--- config.mk ---
export PLATFORM = sky130hd
export DESIGN_NAME = alu_console_seq
export DESIGN_NICKNAME = d
export VERILOG_FILES = /design/src/rtl/alu_console_pkg.sv /design/src/rtl/alu_console_seq_btn.sv /design/src/rtl/alu_console_seq.sv
export SDC_FILE = /design/constraint.sdc
export NUM_CORES = 1
export LEC_CHECK = 0
export CORE_UTILIZATION = 37
export CTS_CLUSTER_DIAMETER = 80
export CTS_CLUSTER_SIZE = 28
export DETAILED_ROUTE_END_ITERATION = 16
export GPL_TIMING_DRIVEN = 0
export PLACE_DENSITY = 0.58
export REMOVE_ABC_BUFFERS = 1
export SLEW_MARGIN = 25
export SYNTH_ARGS = -nofsm -noshare
export SYNTH_HDL_FRONTEND = slang
export SYNTH_SLANG_ARGS = --single-unit
--- constraint.sdc ---
create_clock -name clk -period 2.45 [get_ports clk]
set_input_delay 0.49 -clock clk [delete_from_list [all_inputs] [get_ports clk]]
set_output_delay 0.49 -clock clk [all_outputs]
set_load 0.01 [all_outputs]
--- src/rtl/alu_console_pkg.sv ---
// Shared definitions for the ALU switch console: size helpers and the
// step-class decode used to pick the action of a forward press.
package alu_console_pkg;

    // What a forward press does at a given step index.
    typedef enum logic [2:0] {
        ST_LOAD_A,
        ST_LOAD_B,
        ST_LOAD_F,
        ST_SHOW_S,
        ST_SHOW_Z,
        ST_SHOW_N
    } step_class_e;

    // Number of switch-wide chunks in one operand.
    function automatic int NC_OF(input int data_w, input int sw_w);
        return data_w / sw_w;
    endfunction

    // Index of the final step (negative-flag display).
    function automatic int LAST_OF(input int nc);
        return 3 * nc + 2;
    endfunction

    // Width of the step counter for a given last index.
    function automatic int STEP_W_OF(input int last);
        return (last < 1) ? 1 : $clog2(last + 1);
    endfunction

    // Step counter width for the default 32-bit / 16-switch build.
    localparam int DEF_STEP_W = STEP_W_OF(LAST_OF(NC_OF(32, 16)));

    // Map a step index onto its action class.
    function automatic step_class_e class_of(input int k, input int nc);
        if (k < nc)               return ST_LOAD_A;
        else if (k < 2 * nc)      return ST_LOAD_B;
        else if (k == 2 * nc)     return ST_LOAD_F;
        else if (k <= 3 * nc)     return ST_SHOW_S;
        else if (k == 3 * nc + 1) return ST_SHOW_Z;
        else                      return ST_SHOW_N;
    endfunction

endpackage

--- src/rtl/alu_console_seq_btn.sv ---
// Button conditioner: 2-flop synchroniser, stable-level debounce and a
// one-cycle press pulse. A button already held when reset releases is
// ignored until it has been seen released.
module btn_debounce #(
    parameter int DEBOUNCE_CYCLES = 250000
) (
    input  logic clk,
    input  logic rst,
    input  logic raw,
    output logic press
);

    localparam int CNT_W = (DEBOUNCE_CYCLES > 1) ? $clog2(DEBOUNCE_CYCLES) : 1;
    localparam logic [CNT_W-1:0] CNT_MAX = CNT_W'(DEBOUNCE_CYCLES - 1);

    logic             sync1_reg, sync2_reg;
    logic             valid1_reg, valid2_reg;
    logic             level_reg;
    logic             armed_reg;
    logic             press_reg;
    logic [CNT_W-1:0] cnt_reg;

    // Synchronise, debounce, and emit a pulse on an accepted 0->1 change.
    always_ff @(posedge clk or negedge rst) begin
        if (!rst) begin
            sync1_reg  <= 1'b0;
            sync2_reg  <= 1'b0;
            valid1_reg <= 1'b0;
            valid2_reg <= 1'b0;
            level_reg  <= 1'b0;
            armed_reg  <= 1'b0;
            press_reg  <= 1'b0;
            cnt_reg    <= '0;
        end else begin
            sync1_reg  <= raw;
            sync2_reg  <= sync1_reg;
            // valid2 marks when sync2 reflects the real pin, not reset fill
            valid1_reg <= 1'b1;
            valid2_reg <= valid1_reg;
            press_reg  <= 1'b0;
            if (valid2_reg && !sync2_reg)
                armed_reg <= 1'b1;
            if (sync2_reg == level_reg) begin
                cnt_reg <= '0;
            end else if (cnt_reg == CNT_MAX) begin
                level_reg <= sync2_reg;
                cnt_reg   <= '0;
                if (sync2_reg && armed_reg)
                    press_reg <= 1'b1;
            end else begin
                cnt_reg <= cnt_reg + 1'b1;
            end
        end
    end

    assign press = press_reg;

endmodule

--- src/rtl/alu_console_seq.sv ---
// Switch/button console for an external ALU: forward presses load A, B and
// the function code chunk by chunk, then step a frozen result snapshot and
// the Z/N flags onto the display. A back button steps the index backward.
// Optional feature macro: ALU_CONSOLE_ECHO_EN (echo loaded switches on out).
module alu_console_seq
    import alu_console_pkg::*;
#(
    parameter int DATA_W          = 32,
    parameter int SW_W            = 16,
    parameter int FUNCT_W         = 4,
    parameter int DEBOUNCE_CYCLES = 250000,
    localparam int NC     = NC_OF(DATA_W, SW_W),
    localparam int LAST   = LAST_OF(NC),
    localparam int STEP_W = STEP_W_OF(LAST)
) (
    input  logic               clk,
    input  logic               rst,
    input  logic [SW_W-1:0]    switch,
    input  logic               btn,
    input  logic               btn_back,
    output logic [DATA_W-1:0]  alu_a,
    output logic [DATA_W-1:0]  alu_b,
    output logic [FUNCT_W-1:0] alu_funct,
    input  logic [DATA_W-1:0]  alu_s,
    input  logic               alu_z,
    input  logic               alu_n,
    output logic [SW_W-1:0]    out,
    output logic [STEP_W-1:0]  step
);

    localparam logic [STEP_W-1:0] LAST_S = STEP_W'(LAST);

    logic               press_fwd, press_back;
    logic               fwd_only, back_only;
    logic [STEP_W-1:0]  step_reg;
    logic [DATA_W-1:0]  alu_a_reg, alu_b_reg, res_s_reg;
    logic [FUNCT_W-1:0] alu_funct_reg;
    logic [SW_W-1:0]    out_reg;
    logic               res_z_reg, res_n_reg, cap_reg;
    step_class_e        step_cls;
    logic [SW_W-1:0]    res_chunk [NC];

    btn_debounce #(.DEBOUNCE_CYCLES(DEBOUNCE_CYCLES)) u_btn_fwd (
        .clk   (clk),
        .rst   (rst),
        .raw   (btn),
        .press (press_fwd)
    );

    btn_debounce #(.DEBOUNCE_CYCLES(DEBOUNCE_CYCLES)) u_btn_back (
        .clk   (clk),
        .rst   (rst),
        .raw   (btn_back),
        .press (press_back)
    );

    // Simultaneous presses cancel each other out.
    assign fwd_only  = press_fwd && !press_back;
    assign back_only = press_back && !press_fwd;
    assign step_cls  = class_of(int'(step_reg), NC);

    genvar gi;
    generate
        for (gi = 0; gi < NC; gi++) begin : g_res_chunk
            assign res_chunk[gi] = res_s_reg[SW_W*gi +: SW_W];
        end
    endgenerate

    // Step sequencing, operand loads, snapshot capture and display update.
    always_ff @(posedge clk or negedge rst) begin
        if (!rst) begin
            step_reg      <= '0;
            alu_a_reg     <= '0;
            alu_b_reg     <= '0;
            alu_funct_reg <= '0;
            out_reg       <= '0;
            res_s_reg     <= '0;
            res_z_reg     <= 1'b0;
            res_n_reg     <= 1'b0;
            cap_reg       <= 1'b0;
        end else begin
            // The ALU sees the new funct one cycle after the load, so the
            // snapshot is taken on the cycle after that press.
            cap_reg <= fwd_only && (step_cls == ST_LOAD_F);
            if (cap_reg) begin
                res_s_reg <= alu_s;
                res_z_reg <= alu_z;
                res_n_reg <= alu_n;
            end
            if (back_only) begin
                step_reg <= (step_reg == '0) ? LAST_S : step_reg - 1'b1;
            end else if (fwd_only) begin
                step_reg <= (step_reg == LAST_S) ? '0 : step_reg + 1'b1;
`ifdef ALU_CONSOLE_ECHO_EN
                if (step_cls == ST_LOAD_A || step_cls == ST_LOAD_B || step_cls == ST_LOAD_F)
                    out_reg <= switch;
`endif
                case (step_cls)
                    ST_LOAD_A: begin
                        for (int i = 0; i < NC; i++)
                            if (step_reg == STEP_W'(i))
                                alu_a_reg[SW_W*i +: SW_W] <= switch;
                    end
                    ST_LOAD_B: begin
                        for (int i = 0; i < NC; i++)
                            if (step_reg == STEP_W'(NC + i))
                                alu_b_reg[SW_W*i +: SW_W] <= switch;
                    end
                    ST_LOAD_F: alu_funct_reg <= switch[FUNCT_W-1:0];
                    ST_SHOW_S: begin
                        for (int i = 0; i < NC; i++)
                            if (step_reg == STEP_W'(2*NC + 1 + i))
                                out_reg <= res_chunk[i];
                    end
                    ST_SHOW_Z: out_reg <= {{(SW_W-1){1'b0}}, res_z_reg};
                    default:   out_reg <= {{(SW_W-1){1'b0}}, res_n_reg};
                endcase
            end
        end
    end

    assign step      = step_reg;
    assign alu_a     = alu_a_reg;
    assign alu_b     = alu_b_reg;
    assign alu_funct = alu_funct_reg;
    assign out       = out_reg;

endmodule
==> results.yml, run 1 <==
run_status:
  outcome: "finished, final reports clean"
place:
  place_inst: 936
  routabilityCongestion: 0.783
  dp_slack_ns: -0.132
  port_buffers: 141
  place_hpwl_um: 10800
floorplanning:
  die_y_um: 141
  coreArea_um2: 18800
  ios: 142
  design.die.area_um2: 19900
  rows: 50
  die_x_um: 141
  initial_core_util_pct: 38.1
worst_setup_path:
  max_stage_delay_ns: 0.53
  reg2reg_depth: 5
  crit_path_end: "alu_b[8]"
  cp-start-kind: "flip-flop"
  r2r-end: "alu_b[8]"
  worstPathArrival_ns: 2.60
  r2r-start: "u_btn_back.press"
  crit_fanout: 16
  endpoint_kind: "flip-flop"
  worstPathRequired_ns: 2.75
  reg2reg_slack_ns: 0.15
  worstPathCellList: "inv_1 -> ha_1 -> nor3b_1 -> nand3_2 -> mux2_2"
  cp-startpoint: "u_btn_back.press"
  critPathSlowestCell: "nand3_2"
  critPathKind: "flip-flop to flip-flop"
clocking:
  post-cts-setup-buffers: 0
  cts_buffer_depth: 2
  clk_pin_slew_worst_paths_ns: 0.06
  numCtsBuffers: 17
  cts-root-buf: "clkbuf_16"
  cts_tree: "built"
  htree_levels: 4
  clkSinkCount: 171
  clk_latency_ns: 0.43
cells_and_area:
  layout-drive-gt1-share_pct: 21.3
  diodes: 0
  layout_commonest_cell: "dfrtp_1"
  layout_common_cells: "170 x dfrtp_1, 140 x clkdlybuf4s50_1, 101 x mux2_2"
  finish.net_count: 759
  area_growth_pct: 33.8
  final_cells: 969
synthesis:
  netlist_instances: 550
  ys_seq_elements: 171
  synth_xor_area_share_pct: 3.67
  synthAdderAreaFrac_pct: 1.57
  synth_ff_type: "dfrtp_1"
  synthDistinctLibCells: 44
  synth_edf_count: 0
  async_flop_share_pct: 100
  netlist_area_um2: 7170
  yosysTopAreaCell: "dfrtp_1"
  ys_seq_area_share_pct: 59.7
  netlist_top_cells_area: "dfrtp_1 60%, mux2_2 16%, xnor2_1 2.9%"
  synth_top_area_share_pct: 59.7
  syn_area_per_cell_um2: 13.0
  yosys.area_share.simple_pct: 9.84
  synthMuxAreaShare_pct: 18.0
  yosysWarnings: 0
  synth_top_family_by_area: "multiplexers"
  synth_compound_area_share_pct: 5.18
power_and_ir_drop:
  p_int_mw: 4.80
  pwr_density_cell_nw_per_um2: 633
  clkPwrFrac_pct: 45.4
  power_mw: 6.07
  seqPwrFrac_pct: 48.3
  p_sw_share_pct: 20.8
  comb_power_share_pct: 6.3
  switching_power_mw: 1.26
  p_leak_nw: 4.01
  ir_worst_vdd_v: 0.000496
sta:
  rsz0062_at_grt: "true"
  fin_crit_ns: 2.30
  setup_violations: 0
  drv_slew: 0
  clock_skew_ns: 0.0148
  setup_slack_ns: 0.155
  max_freq_mhz: 436
  fin_setup_tns_ns: 0
  timing.slew.headroom_pct: 39.7
  worst_slew_pin_slew_ns: 0.901
  finalCritPeriodShare_pct: 93.7
  final-hold-violation-count: 0
  whs_ns: 0.349
routing:
  drc: 0
  wl_per_cell_um: 16.1
  drt_wl_total_um: 15600
  drtIter0Drc: 179
  vias: 4709
  via_per_inst: 4.86
  final_antenna_net_count: 0
  drtPass1Iterations: 4
global_routing:
  grt_pass1_vias: 4857
  antenna_found_initial: 0
  grt_pass1_wl_um: 25700
  overflow: 0
  grt_max_degree: 64
  grt_usage_pct: 16.8
job:
  cap_violations: 0
min_path:
  min_path_type: "flip-flop to flip-flop"
power by group through the flow:
stage / sequential (mW) / clock, mW / combinational (mW)
2_1_floorplan: 3.00 / 0 / 0.0685
3_3_place_gp: 2.98 / 0 / 0.369
3_5_place_dp: 2.98 / 0 / 0.389
4_1_cts: 2.93 / 2.83 / 0.392
5_1_grt: 2.93 / 2.96 / 0.418
6_report: 2.93 / 2.75 / 0.384
metal layers:
layer | up-vias | GRT usage [%] | routed length (um)
met5 | - | 0 | 0
met3 | 15 | 4.42 | 692
met2 | 99 | 27.4 | 7610
met4 | 0 | 5.61 | 197
met1 | 2335 | 21.7 | 7130
li1 | 2260 | - | -
critical path, delay by kind of cell (launching register included):
family,cells,cell delay (ns)
adders and majority gates,1,0.29
buffers and inverters,1,0.06
DFF,1,0.37
muxes,1,0.46
and+or+nand+nor,2,0.98
what timing repair did:
item	in CTS	in global routing
endpoints found under the hold margin	47	0
hold buffers	1	0
pin swaps	0	0
setup endpoints to repair	47	63
resized for setup	0	6
cell usage after synthesis, types with 9 or more instances:
| library cell | number |
|---|---|
| dfrtp_1 | 171 |
| nand3_1 | 15 |
| nand4_1 | 10 |
| nor3_1 | 9 |
| xnor2_1 | 24 |
| nand2_1 | 29 |
| mux2_2 | 101 |
| o2bb2ai_1 | 16 |
| clkbuf_1 | 10 |
| inv_1 | 17 |
| nor4_1 | 13 |
| nor2_1 | 41 |
| mux2i_1 | 15 |
| ha_1 | 9 |
layout make-up:
| class | count | area (um2) |
|---|---|---|
| Inverter | 17 | 63.8 |
| Fill cell | 1631 | 9240 |
| Clock buffer | 22 | 474 |
| Clock inverter | 10 | 139 |
| Sequential cell | 171 | 4280 |
| Tap cell | 260 | 325 |
| Timing Repair Buffer | 146 | 1510 |
| Multi-Input combinational cell | 343 | 2800 |
stage by stage:
step,area (um2),utilization (%)
after floorplan,7090,-
after global placement,8820,46.9
after detailed placement,8930,47.4
after CTS,9560,50.7
after global routing,9590,50.9
final,9590,50.9
cell families (layout without fill, tap and decap cells):
logic type      count (synthesis)  in the layout
buf+inv                        36            195
mux                           116            116
simple gates                  140            140
xor+xnor                       30             30
other cells                     1              1
fa+ha+maj                       9              9
flops                         171            171
compound gates                 47             47
worst min-delay path by stage:
stage | cells after the start | endpoint | slack [ns] | from
finish | 0 | u_btn_fwd.valid2_reg | 0.35 | u_btn_back.valid1_reg
global route | 0 | u_btn_fwd.valid2_reg | 0.35 | u_btn_back.valid1_reg
CTS | 0 | u_btn_fwd.valid2_reg | 0.35 | u_btn_back.valid1_reg
detailed placement | 0 | u_btn_fwd.valid2_reg | 0.33 | u_btn_back.valid1_reg
global placement | 0 | u_btn_fwd.valid2_reg | 0.33 | u_btn_back.valid1_reg
floorplan | 0 | alu_a[0] | 0.19 | rst
Note: power is estimated with default switching activity, not from simulation.
==> run 2, diff against run 1 <==
Settings changed: CORE_MARGIN from default to 2, CORE_UTILIZATION 37 to 52, PLACE_DENSITY 0.58 to 0.77.
==> results.yml, run 2 (synthesis results as in run 1) <==
routing:
  drc: 0
  drt_wl_total_um: 15400
  wl_per_cell_um: 17.4
  via_per_inst: 5.44
  vias: 4798
  drtIter0Drc: 227
  final_antenna_net_count: 0
  drtPass1Iterations: 4
clocking:
  htree_levels: 4
  cts_buffer_depth: 2
  holdBufCountCts: 0
  clk_latency_ns: 0.43
  cts_resized: 1
  cts_tree: "built"
  post-cts-setup-buffers: 0
  clkSinkCount: 171
  cts-root-buf: "clkbuf_16"
  numCtsBuffers: 17
  clk_pin_slew_worst_paths_ns: 0.06
place:
  routabilityCongestion: 0.821
  port_buffers: 141
  place_hpwl_um: 10500
  dp_slack_ns: -0.0709
  place_inst: 850
  place_area_um2: 8790
global_routing:
  overflow: 0
  antenna_found_initial: 0
  grt_pass1_wl_um: 24500
  grt_max_degree: 87
  grt_usage_pct: 21.6
  grt_pass1_vias: 4860
cells_and_area:
  area_growth_pct: 30.5
  layout_commonest_cell: "dfrtp_1"
  fill_cells: 936
  multi_input_area_um2: 2770
  finish.net_count: 756
  seqCellArea_um2: 4280
  fin_area_um2: 9360
  final_cells: 882
  diodes: 0
  layout_common_cells: "170 x dfrtp_1, 140 x clkdlybuf4s50_1, 101 x mux2_2"
  post-route-util_pct: 70.1
  layout-drive-gt1-share_pct: 20.8
worst_setup_path:
  r2r-end: "alu_b[6]"
  critPathKind: "flip-flop to flip-flop"
  crit_fanout: 16
  cp-start-kind: "flip-flop"
  r2r-start: "u_btn_back.press"
  reg2reg_slack_ns: -0.05
  worstPathRequired_ns: 2.75
  reg2reg_depth: 5
  endpoint_kind: "flip-flop"
  worstPathArrival_ns: 2.80
sta:
  final-hold-violation-count: 0
  rsz0062_at_grt: "true"
  timing.slew.headroom_pct: 32.6
  setup_slack_ns: -0.0467
  fin_crit_ns: 2.50
  max_freq_mhz: 401
  setup_violations: 33
  clock_skew_ns: 0.00643
  finalCritPeriodShare_pct: 102
  worst_slew_pin_slew_ns: 1.01
  drv_slew: 0
  fin_setup_tns_ns: -0.780
  whs_ns: 0.0290
run_status:
  failed_checks: "negative setup slack"
  outcome: "complete, but fails checks"
power_and_ir_drop:
  ir_worst_vdd_v: 0.000424
  power_mw: 5.84
  pwr_density_cell_nw_per_um2: 624
  p_leak_nw: 3.96
floorplanning:
  coreArea_um2: 13300
  design.die.area_um2: 14700
  initial_core_util_pct: 53.7
  die_x_um: 121
  die_y_um: 121
  rows: 42
  ios: 142
job:
  cap_violations: 0
min_path:
  min_path_type: "input port to async pin"
[run 2: cell types whose count changed in the layout (fill, tap and decap cells not counted), sizes merged]
| cell | previous run | this run |
|---|---|---|
| clkbuf | 22 | 18 |
| inv | 18 | 19 |
| clkinvlp | 1 | 4 |
| bufinv | 3 | 1 |
| buf | 5 | 3 |
| dlygate4sd3 | 1 | 0 |
| clkinv | 5 | 7 |
[run 2: how the worst max path moves through the flow]
stage                           startpoint             to  slack (ns)
after floorplan                    step[1]         out[0]        0.25
after global placement                 rst  res_s_reg[13]       -5.66
after detailed placement           step[1]        out[12]       -0.07
after CTS                 u_btn_back.press      alu_b[12]       -0.06
after global routing      u_btn_back.press       alu_b[1]       -0.17
final                     u_btn_back.press       alu_b[6]       -0.05
[run 2: report_power, final]
group | switching, mW | internal [mW]
registers | 0.0378 | 2.89
clock network | 1.11 | 1.43
logic | 0.158 | 0.218
[run 2: worst max-delay path, cell delays in order (launching register included)]
cell and delay (ns):
dfrtp_1 0.38, inv_1 0.06, ha_1 0.23, nor3b_1 0.35, nand3_1 0.78, mux2_2 0.56
[run 2: metal layers]
| metal | global-route usage [%] | share of wire (%) | vias to the layer above | wire [um] |
|---|---|---|---|---|
| met5 | 0 | 0 | - | 0 |
| met4 | 8.69 | 2.1 | 0 | 326 |
| met3 | 4.18 | 3.6 | 22 | 559 |
| met2 | 36.1 | 51 | 101 | 7800 |
| met1 | 27.8 | 43 | 2429 | 6670 |
| li1 | - | - | 2246 | - |
[run 2: area by class of cell]
class	instances	share of cell area [%]
sequential	171	45.7
multi-input combinational	343	29.6
timing repair buffer	143	15.6
clock buffer	18	4.69
tap	176	2.35
clock inverter	14	1.31
inverter	17	0.682
==> run 3, diff against run 2 <==
--- a/config.mk
+++ b/config.mk
@@ -14,4 +14,5 @@
 export PLACE_DENSITY = 0.77
 export REMOVE_ABC_BUFFERS = 1
+export SKIP_CTS_REPAIR_TIMING = 1
 export SLEW_MARGIN = 25
 export SYNTH_ARGS = -nofsm -noshare
==> constraint.sdc (replaced) <==
create_clock -name clk -period 2.45 [get_ports clk]
set_input_delay 0.49 -clock clk [delete_from_list [all_inputs] [get_ports clk]]
set_output_delay 0.49 -clock clk [all_outputs]
set_load 0.1 [all_outputs]
==> results.yml, run 3 (synthesis results as in run 1) <==
run_status:
  outcome: "complete, but fails checks"
  failed_checks: "negative setup slack"
floorplanning:
  initial_core_util_pct: 53.7
  design.die.area_um2: 14700
  ios: 142
  die_x_um: 121
  rows: 42
  die_y_um: 121
  coreArea_um2: 13300
sta:
  whs_ns: 0.0305
  fin_setup_tns_ns: -1.19
  drv_slew: 0
  finalCritPeriodShare_pct: 102
  timing.slew.headroom_pct: 30.7
  rsz0062_at_grt: "true"
  fin_crit_ns: 2.50
  clock_skew_ns: 0.00802
  setup_violations: 33
  worst_slew_pin_slew_ns: 1.04
  max_freq_mhz: 400
  final-hold-violation-count: 0
  setup_slack_ns: -0.0489
global_routing:
  antenna_found_initial: 0
  grt_max_degree: 87
  grt_pass1_wl_um: 24500
  overflow: 0
  grt_pass1_vias: 4860
  grt_usage_pct: 21.6
cells_and_area:
  seqCellArea_um2: 4280
  layout_common_cells: "170 x dfrtp_1, 105 x clkdlybuf4s50_1, 101 x mux2_2"
  finish.net_count: 756
  area_growth_pct: 31.9
  diodes: 0
  fill_cells: 926
  fin_area_um2: 9460
  post-route-util_pct: 70.8
  final_cells: 882
  multi_input_area_um2: 2780
  layout_commonest_cell: "dfrtp_1"
  layout-drive-gt1-share_pct: 21.0
routing:
  final_antenna_net_count: 0
  vias: 4774
  drc: 0
  via_per_inst: 5.41
  drt_wl_total_um: 15500
  wl_per_cell_um: 17.5
  drtPass1Iterations: 4
  drtIter0Drc: 211
power_and_ir_drop:
  p_leak_nw: 4.37
  p_int_mw: 4.53
  p_sw_share_pct: 27.1
  comb_power_share_pct: 12.1
  clkPwrFrac_pct: 40.8
  power_mw: 6.22
  switching_power_mw: 1.69
  pwr_density_cell_nw_per_um2: 658
  ir_worst_vdd_v: 0.000426
  seqPwrFrac_pct: 47.1
worst_setup_path:
  reg2reg_depth: 5
  critPathKind: "flip-flop to flip-flop"
  cp-start-kind: "flip-flop"
  worstPathRequired_ns: 2.76
  worstPathArrival_ns: 2.81
  crit_fanout: 16
  endpoint_kind: "flip-flop"
clocking:
  clk_latency_ns: 0.43
  clk_pin_slew_worst_paths_ns: 0.06
  cts_buffer_depth: 2
  clkSinkCount: 171
  htree_levels: 4
  cts_tree: "built"
  numCtsBuffers: 17
  cts-root-buf: "clkbuf_16"
min_path:
  min_path_type: "input port to async pin"
place:
  dp_slack_ns: -0.0709
  routabilityCongestion: 0.821
  place_area_um2: 8790
  port_buffers: 141
  place_inst: 850
  place_hpwl_um: 10500
job:
  cap_violations: 0
==> run 3: changes by cell type in the layout (fill, tap and decap cells not counted) <==
cell / change
clkdlybuf4s50_1: -35
dlymetal6s2s_1: +35
nand2_1: -1
nand2_2: +1
nand3_2: -1
nand3_4: +1
==> run 3: final timing paths <==
path | slack (ns) | start | to
worst max-delay path | -0.05 | step[1] | out[0]
worst min-delay path | 0.03 | rst | u_btn_back.cnt_reg[11]
worst max register to register | -0.05 | step[1] | out[0]
worst min register to register | 0.35 | u_btn_back.valid1_reg | u_btn_fwd.valid2_reg
max in group asynchronous | 1.58 | rst | cap_reg
min in group clk | 0.35 | u_btn_back.valid1_reg | u_btn_fwd.valid2_reg
==> run 3: power groups by stage <==
stage | Sequential [mW] | Clock [mW] | Combinational [mW]
4_1_cts | 2.93 | 2.58 | 0.764
5_1_grt | 2.93 | 2.70 | 0.786
2_1_floorplan | 3.37 | 0 | 0.0693
3_5_place_dp | 2.98 | 0 | 0.762
6_report | 2.93 | 2.54 | 0.756
3_3_place_gp | 2.98 | 0 | 0.745
==> run 3: layout make-up <==
cell class | count | area share [%]
clock buffer | 18 | 4.64
sequential | 171 | 45.3
inverter | 17 | 0.675
multi-input combinational | 343 | 29.4
tap | 176 | 2.33
timing repair buffer | 143 | 16.4
clock inverter | 14 | 1.30
==> run 3: critical path: stages (launching register included) <==
cell	delay [ns]
dfrtp_1	0.52
inv_1	0.26
ha_1	0.40
a211oi_1	0.10
o21ai_2	0.69
mux2_2	0.41
==> run 3: routing by layer <==
| layer | part of all wire (%) | wire length [um] | track usage, % | up-vias |
|---|---|---|---|---|
| met4 | 2.2 | 342 | 8.69 | 0 |
| met1 | 43 | 6700 | 27.8 | 2393 |
| met5 | 0 | 0 | 0 | - |
| met3 | 4.0 | 612 | 4.18 | 22 |
| li1 | - | - | - | 2249 |
| met2 | 51 | 7810 | 36.1 | 110 |
==> edit, RTL diff (settings of run 3) <==
Reset style: synchronous (`rst`), changed in 2 clocked blocks.
--- a/src/rtl/alu_console_seq_btn.sv
+++ b/src/rtl/alu_console_seq_btn.sv
@@ -23,3 +23,3 @@
     // Synchronise, debounce, and emit a pulse on an accepted 0->1 change.
-    always_ff @(posedge clk or negedge rst) begin
+    always_ff @(posedge clk) begin
         if (!rst) begin
--- a/src/rtl/alu_console_seq.sv
+++ b/src/rtl/alu_console_seq.sv
@@ -69,3 +69,3 @@
     // Step sequencing, operand loads, snapshot capture and display update.
-    always_ff @(posedge clk or negedge rst) begin
+    always_ff @(posedge clk) begin
         if (!rst) begin
Behaviour: same outputs for any inputs over 10 cycles, from zero or initial values and one cycle with rst low; that may be too few to reach the edited logic, so the function may still have changed.
==> edit against run 3 <==
- routed wire length is 5.4% higher
- final area is 5.4% lower
- critical endpoint is now alu_b[6]
- worst setup slack better by 66 ps
- fmax is 2.7% higher
- area after synthesis is 6.5% lower
- sequential cell count stayed put
- synthesized cell count is 35% higher
Power is not compared: it rests on default switching activity, and its combinational part moved more than twofold at a synthesized area within 25%.
==> edit: results (changes against run 3) <==
metric,value,unit,change
Final Wtd Congestion,0.792,,-3.5%
Synth top cells by count,"dfxtp_1 (171), nand2_1 (114), nor2_1 (81), a21oi_1 (75), mux2i_1 (55)",,
Crit path largest cell delay,1150,ps,+460 ps
xor and xnor area share after synthesis,4.18,%,+0.52 points
Post-DP HPWL,11100,um,+5.2%
clk_lat worst skew,430,ps,about the same
port bufs,141,,unchanged
number of global-route vias before repair,5388,,+11%
share of layout cells above drive strength 1,6.03,%,-15 points
"Avg Cell Area, Syn",9.01,um^2,-31%
worst reg2reg path startpoint,step[1],,
Crit path max-delay family,buffers and inverters,,
Starting DRT DRC Count,511,,+140%
largest net degree at the start of global routing,70,,-20%
ant diodes,0,,unchanged
Hold Crit Class,reg2reg,,
Compound-Gate Fraction of Synth Area,10.1,%,+4.9 points
Filler cells,975,,+5.3%
mux contribution to synthesized area,8.21,%,-9.7 points
Synth area leaders,"dfxtp_1 (51%), mux2i_1 (8.2%), nand2_1 (6.4%), a21oi_1 (5.6%), nor2_1 (4.5%)",,
Ys Warns,0,,unchanged
first-pass GRT wire length,26600,um,+8.4%
"reg-to-reg slack, setup",130,ps,+180 ps
run status,finished clean,,
slowest stage cell on the critical path,clkdlybuf4s50_1,,
Post-synth top flop,dfxtp_1,,
DP Cell Count,1018,,+20%
CTS Buf Count,17,,unchanged
Critical Path Sink,alu_b[6],,
total track usage,23.7,%,+2.1 points
CP startpoint,alu_b[6],,
via count,5700,,+19%
crit path DAT,1940,ps,-870 ps
sequential share of the synthesized area,51.1,%,-8.6 points
Detailed Routing Iterations Pass 1,5,,+1
share of flip-flops with an asynchronous set or reset,0,%,-100 points
headroom to the max-slew limit,31.2,%,+0.46 points
final setup skew,10.4,ps,+2.33 ps
Synth Area in Adders,1.68,%,+0.11 points
Nets,929,,+23%
crit path max fanout,2,,-14
distinct cell type count after synthesis,46,,+4.5%
Routed wire per std cell,15.5,um,-12%
reg2reg end,out[7],,
DR vias/cell,5.42,,+0.20%
-- edit: worst min path at each step --
stage	endpoint	slack (ps)	from	cells after the start
3_3_place_gp	u_btn_back.sync2_reg	410	u_btn_back.sync1_reg	1
5_1_grt	u_btn_back.sync2_reg	460	u_btn_back.sync1_reg	1
3_5_place_dp	u_btn_fwd.sync2_reg	420	u_btn_fwd.sync1_reg	1
2_1_floorplan	u_btn_back.sync2_reg	410	u_btn_back.sync1_reg	1
6_report	u_btn_fwd.sync2_reg	430	u_btn_fwd.sync1_reg	1
4_1_cts	u_btn_fwd.sync2_reg	440	u_btn_fwd.sync1_reg	1
-- edit: through the flow --
step                setup TNS, ps  util [%]  area [um^2]  worst slack, ps
floorplan                  -95410         -         6510            -2480
global placement          -318650      64.4         8130            -3900
detailed placement          -9200      65.3         8240             -377
CTS                         -5250      70.2         8860             -355
global route                -76.4      70.9         8950            -23.2
finish                          0      70.9         8950             16.9
-- edit: area by class of cell --
class,instances,area (um^2),area share (%)
tap,172,215,2.40
clock buffer,23,488,5.45
sequential,171,3430,38.3
timing repair buffer,147,1550,17.3
clock inverter,9,134,1.50
multi-input combinational,514,3080,34.4
inverter,15,61.3,0.685
-- edit: kinds of logic (layout without fill, tap and decap cells) --
group,after synthesis,after routing
adder cells (fa/ha/maj),9,9
AO/OA/AOI/OAI,112,112
AND/OR/NAND/NOR,306,306
flip-flops,171,171
buffers and inverters,59,194
XOR/XNOR,32,32
multiplexers,55,55
-- edit: power breakdown --
| part | leakage, nW | internal, mW | switching [mW] | total (mW) |
|---|---|---|---|---|
| Sequential | 1.38 | 2.79 | 0.00366 | 2.79 |
| Combinational | 1.53 | 0.0883 | 0.0758 | 0.164 |
| Clock | 0.304 | 1.72 | 1.07 | 2.79 |
| Total | 3.21 | 4.59 | 1.15 | 5.75 |
-- edit: per-layer routing --
layer / vias up / routed length [um] / global-route usage [%]
met5: - / 0 / 0
met4: 0 / 417 / 9.79
met3: 29 / 892 / 6.15
met2: 185 / 7780 / 39.1
met1: 2688 / 7200 / 29.6
li1: 2798 / - / -
-- edit: worst reg2reg max path, cell delays in order (launching register included) --
cell	delay [ps]
dfxtp_1	540
inv_1	220
ha_1	360
o31ai_2	570
nand3_4	310
o2bb2ai_1	240
